$ cat config.mk
export PLATFORM = sky130hd
export DESIGN_NAME = pipemem_lsu
export DESIGN_NICKNAME = d
export VERILOG_FILES = /design/src/rtl/pipemem_lsu_pkg.sv /design/src/rtl/pipemem_lsu_align.sv /design/src/rtl/pipemem_lsu.sv
export SDC_FILE = /design/constraint.sdc
export NUM_CORES = 1
export LEC_CHECK = 0
export ABC_AREA = 1
export BUFFER_PORTS_ARGS = -buffer_cell sky130_fd_sc_hd__buf_4
export CORE_ASPECT_RATIO = 1.5
export CORE_MARGIN = 2
export CORE_UTILIZATION = 52
export DETAILED_ROUTE_END_ITERATION = 10
export GPL_TIMING_DRIVEN = 1
export PLACE_DENSITY = 0.82
export SYNTH_ARGS = -nofsm -noshare
export SYNTH_HDL_FRONTEND = slang
export SYNTH_SLANG_ARGS = --single-unit
$ cat constraint.sdc
create_clock -name clk -period 6.1 [get_ports clk]
set_input_delay 0.305 -clock clk [delete_from_list [all_inputs] [get_ports clk]]
set_output_delay 0.305 -clock clk [all_outputs]
set_load 0.005 [all_outputs]
$ cat src/rtl/pipemem_lsu_pkg.sv
// Shared encodings for the pipemem_lsu MEM-stage load/store unit:
// access sizes, FSM states and the fixed data width.
package pipemem_lsu_pkg;

  localparam int DW = 32;

  localparam logic [1:0] SZ_BYTE = 2'b00;
  localparam logic [1:0] SZ_HALF = 2'b01;
  localparam logic [1:0] SZ_WORD = 2'b10;

  typedef enum logic [2:0] {
    ST_IDLE   = 3'd0,
    ST_ACCESS = 3'd1,
    ST_WAIT   = 3'd2,
    ST_WRITE  = 3'd3,
    ST_DONE   = 3'd4
  } lsu_state_e;

  // The unused size code 2'b11 behaves exactly like a word access.
  function automatic logic is_word(input logic [1:0] size);
    return size[1];
  endfunction

endpackage

$ cat src/rtl/pipemem_lsu_align.sv
// Big-endian lane extraction (with sign/zero extension) and sub-word merge
// for pipemem_lsu; purely combinational.
module pipemem_lsu_align
  import pipemem_lsu_pkg::*;
(
  input  logic [DW-1:0] i_old_word,
  input  logic [1:0]    i_addr_lo,
  input  logic [1:0]    i_size,
  input  logic          i_unsigned,
  input  logic [DW-1:0] i_store_data,
  output logic [DW-1:0] o_load_data,
  output logic [DW-1:0] o_merged_word
);

  logic [7:0]  w_byte;
  logic [15:0] w_half;

  // Byte offset 0 and half offset 0 both sit at the most significant end.
  always_comb begin
    w_byte        = 8'h00;
    w_half        = 16'h0000;
    o_load_data   = {DW{1'b0}};
    o_merged_word = i_old_word;

    case (i_addr_lo)
      2'b00:   w_byte = i_old_word[31:24];
      2'b01:   w_byte = i_old_word[23:16];
      2'b10:   w_byte = i_old_word[15:8];
      2'b11:   w_byte = i_old_word[7:0];
      default: w_byte = 8'h00;
    endcase

    if (i_addr_lo[1]) begin
      w_half = i_old_word[15:0];
    end else begin
      w_half = i_old_word[31:16];
    end

    case (i_size)
      SZ_BYTE: begin
        o_load_data = {{24{w_byte[7] & ~i_unsigned}}, w_byte};
        case (i_addr_lo)
          2'b00:   o_merged_word[31:24] = i_store_data[7:0];
          2'b01:   o_merged_word[23:16] = i_store_data[7:0];
          2'b10:   o_merged_word[15:8]  = i_store_data[7:0];
          2'b11:   o_merged_word[7:0]   = i_store_data[7:0];
          default: o_merged_word        = i_old_word;
        endcase
      end
      SZ_HALF: begin
        o_load_data = {{16{w_half[15] & ~i_unsigned}}, w_half};
        if (i_addr_lo[1]) begin
          o_merged_word[15:0] = i_store_data[15:0];
        end else begin
          o_merged_word[31:16] = i_store_data[15:0];
        end
      end
      default: begin
        o_load_data   = i_old_word;
        o_merged_word = i_store_data;
      end
    endcase
  end

endmodule

$ cat src/rtl/pipemem_lsu.sv
// MEM-stage load/store initiator driving a synchronous word RAM without byte
// enables. Optional misalignment trap: define PIPEMEM_LSU_MISALIGN_EN.
module pipemem_lsu #(
  parameter int AW = 5,
  parameter int DW = pipemem_lsu_pkg::DW
) (
  input  logic          clk,
  input  logic          rst,
  input  logic          req_valid,
  output logic          req_ready,
  input  logic          req_we,
  input  logic [1:0]    req_size,
  input  logic          req_unsigned,
  input  logic [31:0]   req_addr,
  input  logic [DW-1:0] req_wdata,
  output logic          resp_valid,
  output logic [DW-1:0] resp_rdata,
  output logic          resp_misalign,
  output logic          mem_we,
  output logic [AW-1:0] mem_addr,
  output logic [DW-1:0] mem_wdata,
  input  logic [DW-1:0] mem_rdata
);

  import pipemem_lsu_pkg::*;

  lsu_state_e    r_state;
  lsu_state_e    w_next_state;

  logic          r_we;
  logic [1:0]    r_size;
  logic          r_unsigned;
  logic [1:0]    r_addr_lo;
  logic          r_misalign;

  logic          r_mem_we;
  logic [AW-1:0] r_mem_addr;
  logic [DW-1:0] r_mem_wdata;
  logic          r_resp_valid;
  logic [DW-1:0] r_resp_rdata;
  logic          r_resp_misalign;

  logic          w_accept;
  logic          w_word_store;
  logic          w_req_misalign;
  logic [DW-1:0] w_load_data;
  logic [DW-1:0] w_merged_word;
  logic          w_unused_addr;

  assign w_accept      = req_valid & (r_state == ST_IDLE);
  assign w_word_store  = req_we & is_word(req_size);
  assign w_unused_addr = ^req_addr[31:AW+2];

`ifdef PIPEMEM_LSU_MISALIGN_EN
  // Flag halves on odd addresses and words off a 4-byte boundary.
  always_comb begin
    w_req_misalign = 1'b0;
    if (is_word(req_size)) begin
      w_req_misalign = (req_addr[1:0] != 2'b00);
    end else if (req_size == SZ_HALF) begin
      w_req_misalign = req_addr[0];
    end else begin
      w_req_misalign = 1'b0;
    end
  end
`else
  assign w_req_misalign = 1'b0;
`endif

  // State register.
  always_ff @(posedge clk or posedge rst) begin
    if (rst) begin
      r_state <= ST_IDLE;
    end else begin
      r_state <= w_next_state;
    end
  end

  // Next-state decode.
  always_comb begin
    w_next_state = r_state;
    case (r_state)
      ST_IDLE: begin
        if (req_valid) begin
          w_next_state = ST_ACCESS;
        end else begin
          w_next_state = ST_IDLE;
        end
      end
      ST_ACCESS: begin
        if (r_misalign) begin
          w_next_state = ST_DONE;
        end else if (r_we & is_word(r_size)) begin
          w_next_state = ST_DONE;
        end else begin
          w_next_state = ST_WAIT;
        end
      end
      ST_WAIT: begin
        if (r_we) begin
          w_next_state = ST_WRITE;
        end else begin
          w_next_state = ST_DONE;
        end
      end
      ST_WRITE: w_next_state = ST_DONE;
      ST_DONE:  w_next_state = ST_IDLE;
      default:  w_next_state = ST_IDLE;
    endcase
  end

  // Request attributes captured at accept.
  always_ff @(posedge clk or posedge rst) begin
    if (rst) begin
      r_we       <= 1'b0;
      r_size     <= SZ_BYTE;
      r_unsigned <= 1'b0;
      r_addr_lo  <= 2'b00;
      r_misalign <= 1'b0;
    end else if (w_accept) begin
      r_we       <= req_we;
      r_size     <= req_size;
      r_unsigned <= req_unsigned;
      r_addr_lo  <= req_addr[1:0];
      r_misalign <= w_req_misalign;
    end
  end

  // RAM and response outputs, all registered so mem_we cannot glitch.
  // mem_wdata holds the raw store data until WAIT replaces it with the merge.
  always_ff @(posedge clk or posedge rst) begin
    if (rst) begin
      r_mem_we        <= 1'b0;
      r_mem_addr      <= {AW{1'b0}};
      r_mem_wdata     <= {DW{1'b0}};
      r_resp_valid    <= 1'b0;
      r_resp_rdata    <= {DW{1'b0}};
      r_resp_misalign <= 1'b0;
    end else begin
      r_mem_we     <= 1'b0;
      r_resp_valid <= (w_next_state == ST_DONE);
      case (r_state)
        ST_IDLE: begin
          if (w_accept) begin
            r_mem_addr      <= req_addr[AW+1:2];
            r_mem_wdata     <= req_wdata;
            r_mem_we        <= w_word_store & ~w_req_misalign;
            r_resp_rdata    <= {DW{1'b0}};
            r_resp_misalign <= w_req_misalign;
          end
        end
        ST_WAIT: begin
          if (r_we) begin
            r_mem_wdata <= w_merged_word;
            r_mem_we    <= 1'b1;
          end else begin
            r_resp_rdata <= w_load_data;
          end
        end
        default: r_mem_we <= 1'b0;
      endcase
    end
  end

  pipemem_lsu_align u_align (
    .i_old_word    (mem_rdata),
    .i_addr_lo     (r_addr_lo),
    .i_size        (r_size),
    .i_unsigned    (r_unsigned),
    .i_store_data  (r_mem_wdata),
    .o_load_data   (w_load_data),
    .o_merged_word (w_merged_word)
  );

  assign req_ready     = (r_state == ST_IDLE);
  assign resp_valid    = r_resp_valid;
  assign resp_rdata    = r_resp_rdata;
  assign resp_misalign = r_resp_misalign;
  assign mem_we        = r_mem_we;
  assign mem_addr      = r_mem_addr;
  assign mem_wdata     = r_mem_wdata;

endmodule

==> out/summary.md <==
## Logic synthesis
- Net Count, Synth: 790
- commonest cells in the synthesized netlist: 303 x sky130_fd_sc_hd__nand2_1, 80 x sky130_fd_sc_hd__dfrtp_1, 55 x sky130_fd_sc_hd__nand3_1
- count of warnings emitted by yosys: 0
- number of distinct library cells after synthesis: 36
- Gate Count Post-Synth: 687
- number of register bits inferred by synthesis: 80
- Synth Cell Area: 0.00478 sq mm
- mean instance size in the synthesized netlist: 6.95 sq um
- dominant synthesized flop cell: sky130_fd_sc_hd__dfrtp_1
- post-synth top area cell: sky130_fd_sc_hd__dfrtp_1
- top cell type's share of synthesized area: 41.9%
- sequential area share after synthesis: 41.9%
- post-synthesis async set-or-reset flop share: 100%
- biggest area contributors in the synthesized netlist: sky130_fd_sc_hd__dfrtp_1 42%, sky130_fd_sc_hd__nand2_1 24%, sky130_fd_sc_hd__nand3_1 5.8%, sky130_fd_sc_hd__o21ai_0 5.3%, sky130_fd_sc_hd__a21oi_1 3.4%
- count of flip-flops with a built-in enable after synthesis: 0
- library cell with the highest instance count after synthesis: sky130_fd_sc_hd__nand2_1

## Clocking
- Clock Root Buffer: sky130_fd_sc_hd__clkbuf_16
- clock insertion delay at the later pin of the skew report: 0.34 ns
- htree depth: 3
- setup fix buffers added after clock tree synthesis: 0
- clock buffer count from CTS: 9
- clk sinks: 80
- hold_buf cts: 0
- Post-CTS Resized: 0
- clock tree from TritonCTS: built
- number of buffers on the longest clock path: 2
- CTS clock-pin slew for the worst setup and hold paths: 0.06 ns

## Drt
- Final ANT Viol Nets: 0
- total via count in the routed design: 5,200
- residual DRC count: 0
- post-detailed-route wirelength per cell: 16.4 um
- vias per cell: 5.59
- Detailed Route WL: 15,300 um
- number of optimization iterations in the first detailed-route pass: 6
- initial drt markers: 524

## STA
- highest attainable clock frequency: 355 MHz
- final critical-path setup slack: 3.28 ns
- Slew Limit Fails: 0
- Clock Skews: 0.00580 ns
- Setup-failing EPs final: 0
- hold_ws: 0.159 ns
- final worst path period share: 46.2%
- Worst Max-Slew Pin Slew: 1.04 ns
- number of failing hold endpoints at the final stage: 0
- min Tclk post-route: 2.82 ns
- setup repair after global routing missed its margin: no
- setup TNS: 0 ns
- worst slew margin relative to its limit: 30.8%

## Finish
- area added between synthesis and finish: 28.2%
- Antenna Cells: 0
- Filler Cells Inserted: 770
- register area: 0.00200 sq mm
- area of combinational cells with multiple inputs: 0.00239 sq mm
- layout net count: 919
- fraction of final layout cells sized beyond drive strength 1: 23.1%
- post-route standard cell area excluding fillers: 0.00612 sq mm

## Global route
- overall fraction of global-route tracks in use: 31.7%
- antenna violations before repair: 0
- remaining global-route overflow: 0
- number of global-route vias before repair: 5,018
- wire length of the first global-routing pass: 24,200 um
- largest net degree at the start of global routing: 81

## Setup path
- Critical Path Sink Type: flop
- setup slack, reg-to-reg: 3.28 ns
- critical path fanouts, max: 40
- required time of the worst setup path: 6.33 ns
- data arrival time of the worst path: 3.04 ns
- CP Launch Type: flop
- critical path type: reg2reg

## Power and ir drop
- standby leakage power: 3.38 nW
- fraction of power spent switching nets: 45.9%
- clock share of power: 17.0%
- Sequential Power Share: 31.1%
- internal power: 1.69 mW
- combinational cell fraction of total power: 51.9%
- PwrDens: 511 mW/mm^2
- Sw Pwr: 1.44 mW
- Peak supply drop: 0.244 mV
- Total Power Consumption: 3.13 mW

## Placed design
- post-detailed-placement half-perimeter wirelength: 11,100 um
- count of buffers inserted at the top-level ports: 149
- instance area at placement: 0.00584 sq mm
- gp weighted congestion: 0.934
- post-placement setup slack: 3.37 ns

## Floorplanning
- Die Ht: 121 um
- Die W: 82.3 um
- row cnt: 42
- I/O pins: 176
- core box area: 0.00888 sq mm
- initial cell density of the core: 53.8%
- area enclosed by the die boundary: 0.00999 sq mm

## Status
- outcome: finished clean

## Hold path
- worst min path class: in2reg

## Job
- reported max-cap violation count: 0

## layout make-up
class | instances | area share (%)
Tap cell | 110 | 2.25
Sequential cell | 80 | 32.7
Multi-Input combinational cell | 530 | 39.0
Clock buffer | 10 | 3.74
Inverter | 43 | 2.70
Clock inverter | 6 | 0.981
Timing Repair Buffer | 152 | 18.6
## critical path, stage by stage (launching register included)
cell                      delay, ns
sky130_fd_sc_hd__dfrtp_1       0.46
sky130_fd_sc_hd__nor2_4        0.08
sky130_fd_sc_hd__nand2_2       0.56
sky130_fd_sc_hd__or2_1         0.86
sky130_fd_sc_hd__nand2_4       0.16
sky130_fd_sc_hd__inv_4         0.33
sky130_fd_sc_hd__nor2_1        0.07
sky130_fd_sc_hd__nand2_1       0.09
sky130_fd_sc_hd__nand2_1       0.06
## cells by family after synthesis
family          share of synthesized area (%)
flops                                    41.9
buf+inv                                  8.07
simple gates                             35.8
compound gates                           14.1
other cells                            0.0785
## path summary, 6_finish.rpt
path	cells past startpoint	to	start
hold reg to reg	2	mem_wdata[16]	mem_wdata[16]
max in group asynchronous	3	mem_wdata[19]	rst
setup / recovery	8	resp_rdata[6]	r_state[0]
setup reg to reg	8	resp_rdata[6]	r_state[0]
hold / removal	3	mem_addr[2]	req_addr[4]
min in group asynchronous	3	mem_wdata[30]	rst
## per-stage QoR
step / util [%] / instances
6_report: 69.0 / 931
4_1_cts: 69.0 / 931
5_1_grt: 69.0 / 931
3_3_place_gp: 65.7 / 915
2_1_floorplan: - / 687
3_5_place_dp: 65.7 / 915
## flip-flops by register name (all words and copies together), names as in the netlist
| register | flops |
|---|---|
| mem_addr | 5 |
| mem_wdata | 32 |
| r_addr_lo | 2 |
| resp_rdata | 32 |
| resp_valid | 1 |
| mem_we | 1 |
| r_we | 1 |
| r_state | 3 |
| r_unsigned | 1 |
| r_size | 2 |
## cells in the final DEF (no fill, tap or decap)
cell	Yosys	routed
sky130_fd_sc_hd__nand4_1	1	1
sky130_fd_sc_hd__nand3_1	55	55
sky130_fd_sc_hd__a21oi_1	32	32
sky130_fd_sc_hd__nand2_2	3	3
sky130_fd_sc_hd__inv_4	1	1
sky130_fd_sc_hd__nand3_4	2	2
sky130_fd_sc_hd__inv_1	37	36
sky130_fd_sc_hd__a31oi_1	2	2
sky130_fd_sc_hd__a21boi_1	2	2
sky130_fd_sc_hd__clkinv_2	0	4
sky130_fd_sc_hd__a21oi_2	2	2
sky130_fd_sc_hd__nor3_1	1	1
sky130_fd_sc_hd__o211ai_4	1	1
sky130_fd_sc_hd__clkbuf_16	0	9
sky130_fd_sc_hd__conb_1	1	1
sky130_fd_sc_hd__clkinvlp_4	0	2
sky130_fd_sc_hd__buf_4	6	152
sky130_fd_sc_hd__clkinv_1	1	1
sky130_fd_sc_hd__o31ai_1	1	1
sky130_fd_sc_hd__nand2_1	303	303
sky130_fd_sc_hd__nor3_2	1	1
sky130_fd_sc_hd__nand4_2	1	1
sky130_fd_sc_hd__o211ai_1	12	12
sky130_fd_sc_hd__o21bai_1	1	1
sky130_fd_sc_hd__inv_2	4	4
sky130_fd_sc_hd__a21boi_0	7	7
sky130_fd_sc_hd__nor2_4	2	2
sky130_fd_sc_hd__nand2_4	1	1
sky130_fd_sc_hd__bufinv_16	0	1
sky130_fd_sc_hd__o221ai_1	4	4
sky130_fd_sc_hd__o21ai_0	51	51
sky130_fd_sc_hd__dfrtp_1	80	80
sky130_fd_sc_hd__nor2_1	39	39
sky130_fd_sc_hd__or2_1	1	1
sky130_fd_sc_hd__clkbuf_1	6	1
sky130_fd_sc_hd__nor2_2	2	2
sky130_fd_sc_hd__or2_2	2	2
## power by group through the flow
| stage | Combinational (mW) | Sequential, mW | Clock (mW) |
|---|---|---|---|
| after floorplan | 1.11 | 0.915 | 0 |
| after global placement | 1.54 | 0.962 | 0 |
| after detailed placement | 1.60 | 0.972 | 0 |
| after CTS | 1.61 | 0.964 | 0.535 |
| final | 1.63 | 0.974 | 0.533 |
| after global routing | 1.83 | 0.999 | 0.556 |
## metal layers
metal  routed length [um]  share of wire [%]  track usage [%]
met5                    0                  0                0
met1                 5700                 37             39.3
met4                  704                4.6             18.1
met3                 1270                8.3             4.39
met2                 7610                 50             51.6
Note: power is estimated with default switching activity, not from simulation.
